**src/rtl/unified_mem_arbiter.sv**
```systemverilog
// rtl/unified_mem_arbiter.sv - IF/MEM arbiter for one shared single-port fixed-latency memory
module unified_mem_arbiter #(
    parameter int AW      = 32,
    parameter int DW      = 32,
    parameter int MEM_LAT = 2
) (
    input  logic          clk,
    input  logic          rst_n,
    input  logic          i_req,
    input  logic [AW-1:0] i_addr,
    output logic [DW-1:0] i_rdata,
    output logic          i_valid,
    output logic          i_stall_req,
    input  logic          d_req,
    input  logic          d_we,
    input  logic [AW-1:0] d_addr,
    input  logic [DW-1:0] d_wdata,
    output logic [DW-1:0] d_rdata,
    output logic          d_valid,
    output logic          d_stall_req,
    output logic          m_ce,
    output logic          m_we,
    output logic [AW-1:0] m_addr,
    output logic [DW-1:0] m_wdata,
    input  logic [DW-1:0] m_rdata
);
    localparam int CW = $clog2(MEM_LAT + 1);

    typedef enum logic [1:0] {
        S_IDLE  = 2'd0,
        S_ISSUE = 2'd1,
        S_WAIT  = 2'd2,
        S_RESP  = 2'd3
    } state_t;

    state_t        state;
    state_t        next_state;
    logic          last_grant_d;
    logic          owner_d;
    logic          owner_we;
    logic [CW-1:0] cnt;
    logic          any_req;
    logic          grant_d;
    logic          grant_we;
    logic          wait_done;
    logic          m_ce_nxt;
    logic          m_we_nxt;
    logic          i_valid_nxt;
    logic          d_valid_nxt;

    // On a tie the requester that did not win last time gets the memory.
    assign any_req     = i_req | d_req;
    assign grant_d     = (i_req & d_req) ? ~last_grant_d : d_req;
    assign grant_we    = grant_d & d_we;
    assign wait_done   = (cnt == '0);
    assign i_stall_req = i_req & ~i_valid;
    assign d_stall_req = d_req & ~d_valid;

    always_ff @(posedge clk) begin
        if (rst_n) begin
            state <= S_IDLE;
        end else begin
            state <= next_state;
        end
    end

    always_comb begin
        next_state = state;
        case (state)
            S_IDLE:  if (any_req) next_state = S_ISSUE;
            S_ISSUE: next_state = owner_we ? S_RESP : S_WAIT;
            S_WAIT:  if (wait_done) next_state = S_RESP;
            S_RESP:  next_state = S_IDLE;
            default: next_state = S_IDLE;
        endcase
    end

    // Strobes are computed from the upcoming state so they leave flops aligned to it.
    always_comb begin
        m_ce_nxt    = 1'b0;
        m_we_nxt    = 1'b0;
        i_valid_nxt = 1'b0;
        d_valid_nxt = 1'b0;
        if (next_state == S_ISSUE) begin
            m_ce_nxt = 1'b1;
            m_we_nxt = grant_we;
        end
        if (next_state == S_RESP) begin
            i_valid_nxt = ~owner_d;
            d_valid_nxt = owner_d;
        end
    end

    always_ff @(posedge clk) begin
        if (rst_n) begin
            m_ce         <= 1'b0;
            m_we         <= 1'b0;
            m_addr       <= '0;
            m_wdata      <= '0;
            i_valid      <= 1'b0;
            d_valid      <= 1'b0;
            i_rdata      <= '0;
            d_rdata      <= '0;
            last_grant_d <= 1'b0;
            owner_d      <= 1'b0;
            owner_we     <= 1'b0;
            cnt          <= '0;
        end else begin
            m_ce    <= m_ce_nxt;
            m_we    <= m_we_nxt;
            i_valid <= i_valid_nxt;
            d_valid <= d_valid_nxt;

            if (state == S_IDLE && any_req) begin
                owner_d      <= grant_d;
                owner_we     <= grant_we;
                last_grant_d <= grant_d;
                m_addr       <= grant_d ? d_addr : i_addr;
                if (grant_d) begin
                    m_wdata <= d_wdata;
                end
            end

            if (state == S_ISSUE) begin
                cnt <= CW'(MEM_LAT - 1);
            end else if (state == S_WAIT && !wait_done) begin
                cnt <= cnt - CW'(1);
            end

            // Read data lands in the owner's register only; the other side keeps its last value.
            if (state == S_WAIT && wait_done) begin
                if (owner_d) begin
                    d_rdata <= m_rdata;
                end else begin
                    i_rdata <= m_rdata;
                end
            end
        end
    end
endmodule

```
**config.mk**
```make
export PLATFORM = sky130hd
export DESIGN_NAME = unified_mem_arbiter
export DESIGN_NICKNAME = d
export VERILOG_FILES = /design/src/rtl/unified_mem_arbiter.sv
export SDC_FILE = /design/constraint.sdc
export NUM_CORES = 1
export LEC_CHECK = 0
export CAP_MARGIN = 20
export CORE_AREA = 2 2 124 126
export DETAILED_ROUTE_END_ITERATION = 10
export DIE_AREA = 0 0 126 128
export PLACE_DENSITY = 0.76
export SLEW_MARGIN = 0
export SYNTH_ARGS = -nofsm -noshare
export SYNTH_HDL_FRONTEND = slang
export SYNTH_SLANG_ARGS = --single-unit
export TNS_END_PERCENT = 30
```
**constraint.sdc**
```tcl
create_clock -name clk -period 1.4 [get_ports clk]
set_input_delay 0.42 -clock clk [delete_from_list [all_inputs] [get_ports clk]]
set_output_delay 0.42 -clock clk [all_outputs]
set_load 0.02 [all_outputs]
```
==> impl_metrics.yaml <==
outcome:
  status: "complete, but fails checks"
  violations: "negative setup slack"
sta:
  hold_viol: 0
  fin_crit_ps: 1414
  relSlewSlack: 0.7666
  finalMaxSlewViolations: 0
  clock_skew_ps: 9.454
  worst_slack_ps: -13.72
  setup_viol_count_final: 1
  fmax_ghz: 0.7074
  timing.final.crit_share: 1.010
  tightestPinTransition_ps: 348.7
  hold_ws_ps: 306.0
  rsz0062_at_grt: "true"
min_path:
  min_delay_path_depth: 2
  hold_class: "input port to register"
floorplanning:
  rows: 45
  core_area_mm2: 0.01486
  fp.dieW_um: 126
  die-area_mm2: 0.01613
  io_pins: 267
  die_y_um: 128
  start_util: 0.3524
power_and_ir_drop:
  vdd_drop_max_v: 0.001064
  p_leak_nw: 3.630
  power_w: 0.01716
  p_per_area_mw_per_mm2: 1982
layout:
  fin_cells: 1128
  fin_area_mm2: 0.008661
  nets: 1066
  diodes: 0
  num-fill-cells: 1403
  drive_above_1_share: 0.2596
  syn_to_final_growth_pct: 65.32
synthesis:
  synth_top_area_cell: "dfxtp_1"
  synth_top_cell_area_share: 0.5273
  yosys-top-cells-area: "dfxtp_1 (53%), a21oi_1 (13%), nand2_1 (12%)"
  syn_area_per_cell_um2: 8.035
  synth_nets: 790
  ys_seq_area_frac: 0.5273
  synthCells: 652
  netlist_area_mm2: 0.005239
  synth.ff_latch_count: 138
  synth_cell_type_count: 27
  ys_warn_count: 0
clock_network:
  cts_made_buffers: 17
  clockBufferDepth: 2
  cts_root_buffer: "clkbuf_16"
  cts_sinks: 138
  htreeDepth: 4
  clock_latency_ps: 410
  cts_tree: "done"
  clkSlewWorstSetupHoldPaths_ps: 60
place:
  dp_hpwl_um: 11390
  port_buffers: 266
  dpl.cell_count: 1088
  gp_congestion: 0.7851
  place_area_mm2: 0.008304
critical_path:
  cp-start-kind: "register"
  required_ps: 980
  r2r_cells: 6
  cp.arrival_ps: 990
  worstPathMaxFanout: 2
  crit_type: "register to output pin"
  cp-end-kind: "output pin"
job:
  drv_cap: 0
grt:
  grt_usage: 0.2029
  grt_pass1_vias: 5204
  grt_max_degree: 53
  overflow: 0
  antenna_found_initial: 0
  grt_pass1_wl_um: 26430
route:
  routed_wl_um: 17870
  postRouteAntennaNets: 0
  viasPerCell: 4.998
  avgRoutedWirePerCell_um: 15.84
  vias: 5638
  dr.pass1.iters: 5
  drc: 0
  drtIter0Drc: 309
## path summary, 6_finish.rpt
check                                  from           to  slack (ps)
worst max-delay path                i_valid  i_stall_req         -10
worst min-delay path                  rst_n    m_addr[4]         310
worst max register to register     state[1]  i_rdata[17]           0
worst min register to register  i_rdata[29]  i_rdata[29]         450
## logic make-up (layout without fill, tap and decap cells)
kind of cell / after synthesis / in the layout / share of synthesized area
xor+xnor: 1 / 1 / 0.001672
compound gates: 203 / 203 / 0.2145
simple gates: 242 / 242 / 0.1880
fa+ha+maj: 5 / 5 / 0.01194
flops: 138 / 138 / 0.5273
buf+inv: 63 / 351 / 0.05661
## metal layers
layer	GRT usage	vias to the layer above	wire, um
met3	0.06177	21	1395
met5	0	-	0
met2	0.3362	234	8674
met1	0.2528	2632	7533
met4	0.06787	0	263
li1	-	2751	-
## flip-flops by register name, summed over array words and instances, names as in the netlist, 2 cells and up
name / count
d_rdata: 32
i_rdata: 32
m_addr: 32
m_wdata: 32
cnt: 2
state: 2
## cell type report
type,count,area (um2),area share
inverters,7,31.28,0.003612
well taps,188,235.2,0.02716
repair buffers,313,2634,0.3041
clock inverters,11,192.7,0.02225
flip-flops and latches,138,2769,0.3197
multi-input cells,451,2332,0.2693
clock buffers,20,466.7,0.05389
## what timing repair did
action	4_1_cts	5_1_grt
buffers inserted	0	2
gates resized for setup	543	38
setup endpoints to repair	204	134
hold buffers	0	0
cloned	0	7
pin swaps	0	10
## report_power, final
part / internal (W) / switching (W) / leakage (nW)
sequential: 0.00479 / 0.000425 / 1.13
combinational: 0.00298 / 0.00399 / 2.18
clock: 0.00329 / 0.00168 / 0.318
## stage by stage
step | setup TNS (ps) | setup slack [ps] | util
3_5_place_dp | -35880 | -698.7 | 0.5587
6_report | -13.72 | -13.72 | 0.5827
4_1_cts | -292.5 | -65.63 | 0.5599
2_1_floorplan | -73.27 | -2.571 | -
5_1_grt | -905.4 | -57.67 | 0.5827
3_3_place_gp | -33620 | -694.4 | 0.5587
## synth_stat cells
library cell / instances
and3b_1: 1
nor4b_1: 1
a21bo_1: 1
o21ai_2: 1
nand2_1: 162
nor3b_1: 1
nand3b_1: 1
clkbuf_1: 24
o21a_1: 1
xnor2_1: 1
a22oi_1: 1
and3_1: 2
dfxtp_1: 138
o21ai_0: 33
nor3_1: 1
a21boi_2: 1
buf_2: 24
buf_4: 8
a21oi_1: 131
inv_1: 7
nor2_1: 35
a211oi_1: 32
ha_1: 5
a2111oi_0: 1
nor2b_1: 4
a211o_1: 1
nand3_1: 34
## worst max-delay path: stages (launching register included)
cell and delay (ps):
dfxtp_2 330, nor2b_1 110, buf_4 150
## cells in the final DEF (no fill, tap or decap), drive strengths merged, types with 4 or more instances in the layout
cell type,n
a211oi,32
a21oi,131
nand2,162
dfxtp,138
inv,7
clkinv,4
clkdlybuf4s50,129
nand3,34
clkbuf,26
ha,5
buf,176
nor2b,4
bufinv,5
nor2,35
o21ai,34
No activity file was read; power rests on OpenSTA's default activity.
==> variant: new RTL, same flow settings <==
Set the parameter `AW` to 64 (it was 32).
--- a/src/rtl/unified_mem_arbiter.sv
+++ b/src/rtl/unified_mem_arbiter.sv
@@ -1,6 +1,6 @@
 // rtl/unified_mem_arbiter.sv - IF/MEM arbiter for one shared single-port fixed-latency memory
 module unified_mem_arbiter #(
-    parameter int AW      = 32,
+    parameter int AW      = 64,
     parameter int DW      = 32,
     parameter int MEM_LAT = 2
 ) (
Ports: changed (resized d_addr, i_addr and m_addr); port bits go from 267 to 363. The function was not compared with the original's and may differ.
==> variant against the original RTL <==
- wire length grew 45%
- the flow still finishes with violations (negative setup slack)
- clock power shrank 5.8%
- count of clock-buffer cells in the layout down 2
- power increased by 25%
- synthesized area is 26% higher
- critical endpoint is now d_stall_req
- sequential power up 28%
- non-clock buffer count rose by 101
- cell area grew 25%
- sequential cell count increased by 32
- setup slack got worse by 0.0068 ns
==> variant: results <==
status:
  status: "finished, violations left"
  violations: "negative setup slack"
clock_tree:
  clk_latency_ns: 0.43
  cts_root_buf: "clkbuf_16"
global_route:
  grt_use_met1_pct: 34.6
  grt_util_met2_pct: 51.4
  globalRouteTotalUtil_pct: 30.0
  grt_pass1_vias: 6974
  grt_max_degree: 80
  grt_pass1_wl_mm: 38.3
  grt_use_met3_pct: 9.27
placement:
  dp_cells: 1342
  io_buffers: 362
  place_congestion: 0.836
  post-dp-hpwl_mm: 17.1
  placed_area_sq_um: 10600
yosys:
  syn_nets: 1032
  synth_common_cells: "194 x nand2_1, 170 x dfxtp_1, 163 x a21oi_1"
  synthTopCellsByArea: "dfxtp_1 52%, a21oi_1 12%, nand2_1 11%"
  synth_ff_type: "dfxtp_1"
  synth_area_per_cell_sq_um: 7.93
  synth_warnings: 0
  ys_seq_area_share_pct: 51.7
  synth_cell_types: 28
final_layout:
  nNetsFinal: 1391
  drive_above_1_share_pct: 23.7
  regMostFlops: "m_addr"
critical_path:
  crit_arrival_ns: 1.00
  cp_slowest_cell: "dfxtp_2"
sta:
  fin_worst_skew_ns: 0.00855
  setup_viol: 3
  max_slew_margin_pct: 72.7
  setup_ws_ns: -0.0206
power_and_ir_drop:
  p_leak_nw: 4.59
  peakVddDrop_v: 0.00126
  p_int_mw: 13.0
drt:
  wl_per_cell_microns: 18.6
  drtIter0Drc: 459
  vias: 7346
  firstDrtPassIters: 7
  routed_wl_mm: 25.9
==> variant: path summary, 6_finish.rpt <==
kind / end / cells past startpoint / start / slack [ns]
max reg2reg: m_addr[41]$_SDFFE_PP0P_ / 7 / state[1]$_SDFF_PP0_ / -0.01
min reg2reg: i_rdata[23]$_SDFFE_PP0P_ / 2 / i_rdata[23]$_SDFFE_PP0P_ / 0.45
max: d_stall_req / 2 / d_valid$_SDFF_PP0_ / -0.02
min: m_addr[8]$_SDFFE_PP0P_ / 2 / rst_n / 0.32
==> variant: layout make-up <==
| class | count | area [sq um] |
|---|---|---|
| well taps | 188 | 235 |
| clock inverters | 14 | 145 |
| flip-flops and latches | 170 | 3410 |
| clock buffers | 18 | 439 |
| inverters | 7 | 31.3 |
| repair buffers | 414 | 3620 |
| fillers | 1232 | 4010 |
| multi-input cells | 579 | 2970 |
==> variant: stage by stage <==
stage	setup TNS, ns	setup slack (ns)
2_1_floorplan	0	0.0210
3_5_place_dp	-56.48	-0.652
3_3_place_gp	-54.52	-0.661
5_1_grt	-0.664	-0.0991
6_report	-0.0474	-0.0206
4_1_cts	-0.124	-0.0471
==> variant: cells by family (layout without fill, tap and decap cells) <==
group           count (synthesis)  in the layout  share of synthesized area, %
simple gates                  306            306                          18.6
compound gates                267            267                          23.0
flops                         170            170                          51.7
buf+inv                        81            453                          5.55
fa+ha+maj                       5              5                         0.951
xor+xnor                        1              1                         0.133
==> variant: layer usage <==
layer	vias up	part of all wire (%)
li1	3542	-
met1	3389	37
met2	358	51
met3	57	8.8
met4	0	3.4
met5	-	0
==> variant: worst register-to-register path, cell delays in order (launching register included) <==
cell and delay [ns]:
dfxtp_4 0.35, inv_4 0.07, ha_4 0.16, o21a_4 0.19
buf_12 0.14, buf_8 0.14, nor2_1 0.06, a211oi_1 0.21
==> variant: repair_timing <==
action | 4_1_cts | 5_1_grt
resized for setup | 680 | 47
setup buffers | 3 | 5
pin swaps | 1 | 23
setup endpoints to repair | 264 | 116
cloned | 3 | 6
hold endpoints to repair | 0 | 0
==> variant: power groups by stage <==
| stage | clock network (mW) | logic [mW] | registers, mW |
|---|---|---|---|
| floorplan | 0 | 3.80 | 8.13 |
| global placement | 0 | 9.39 | 6.72 |
| detailed placement | 0 | 9.51 | 6.77 |
| CTS | 4.74 | 8.91 | 6.66 |
| global route | 4.92 | 10.8 | 6.82 |
| finish | 4.68 | 10.1 | 6.69 |
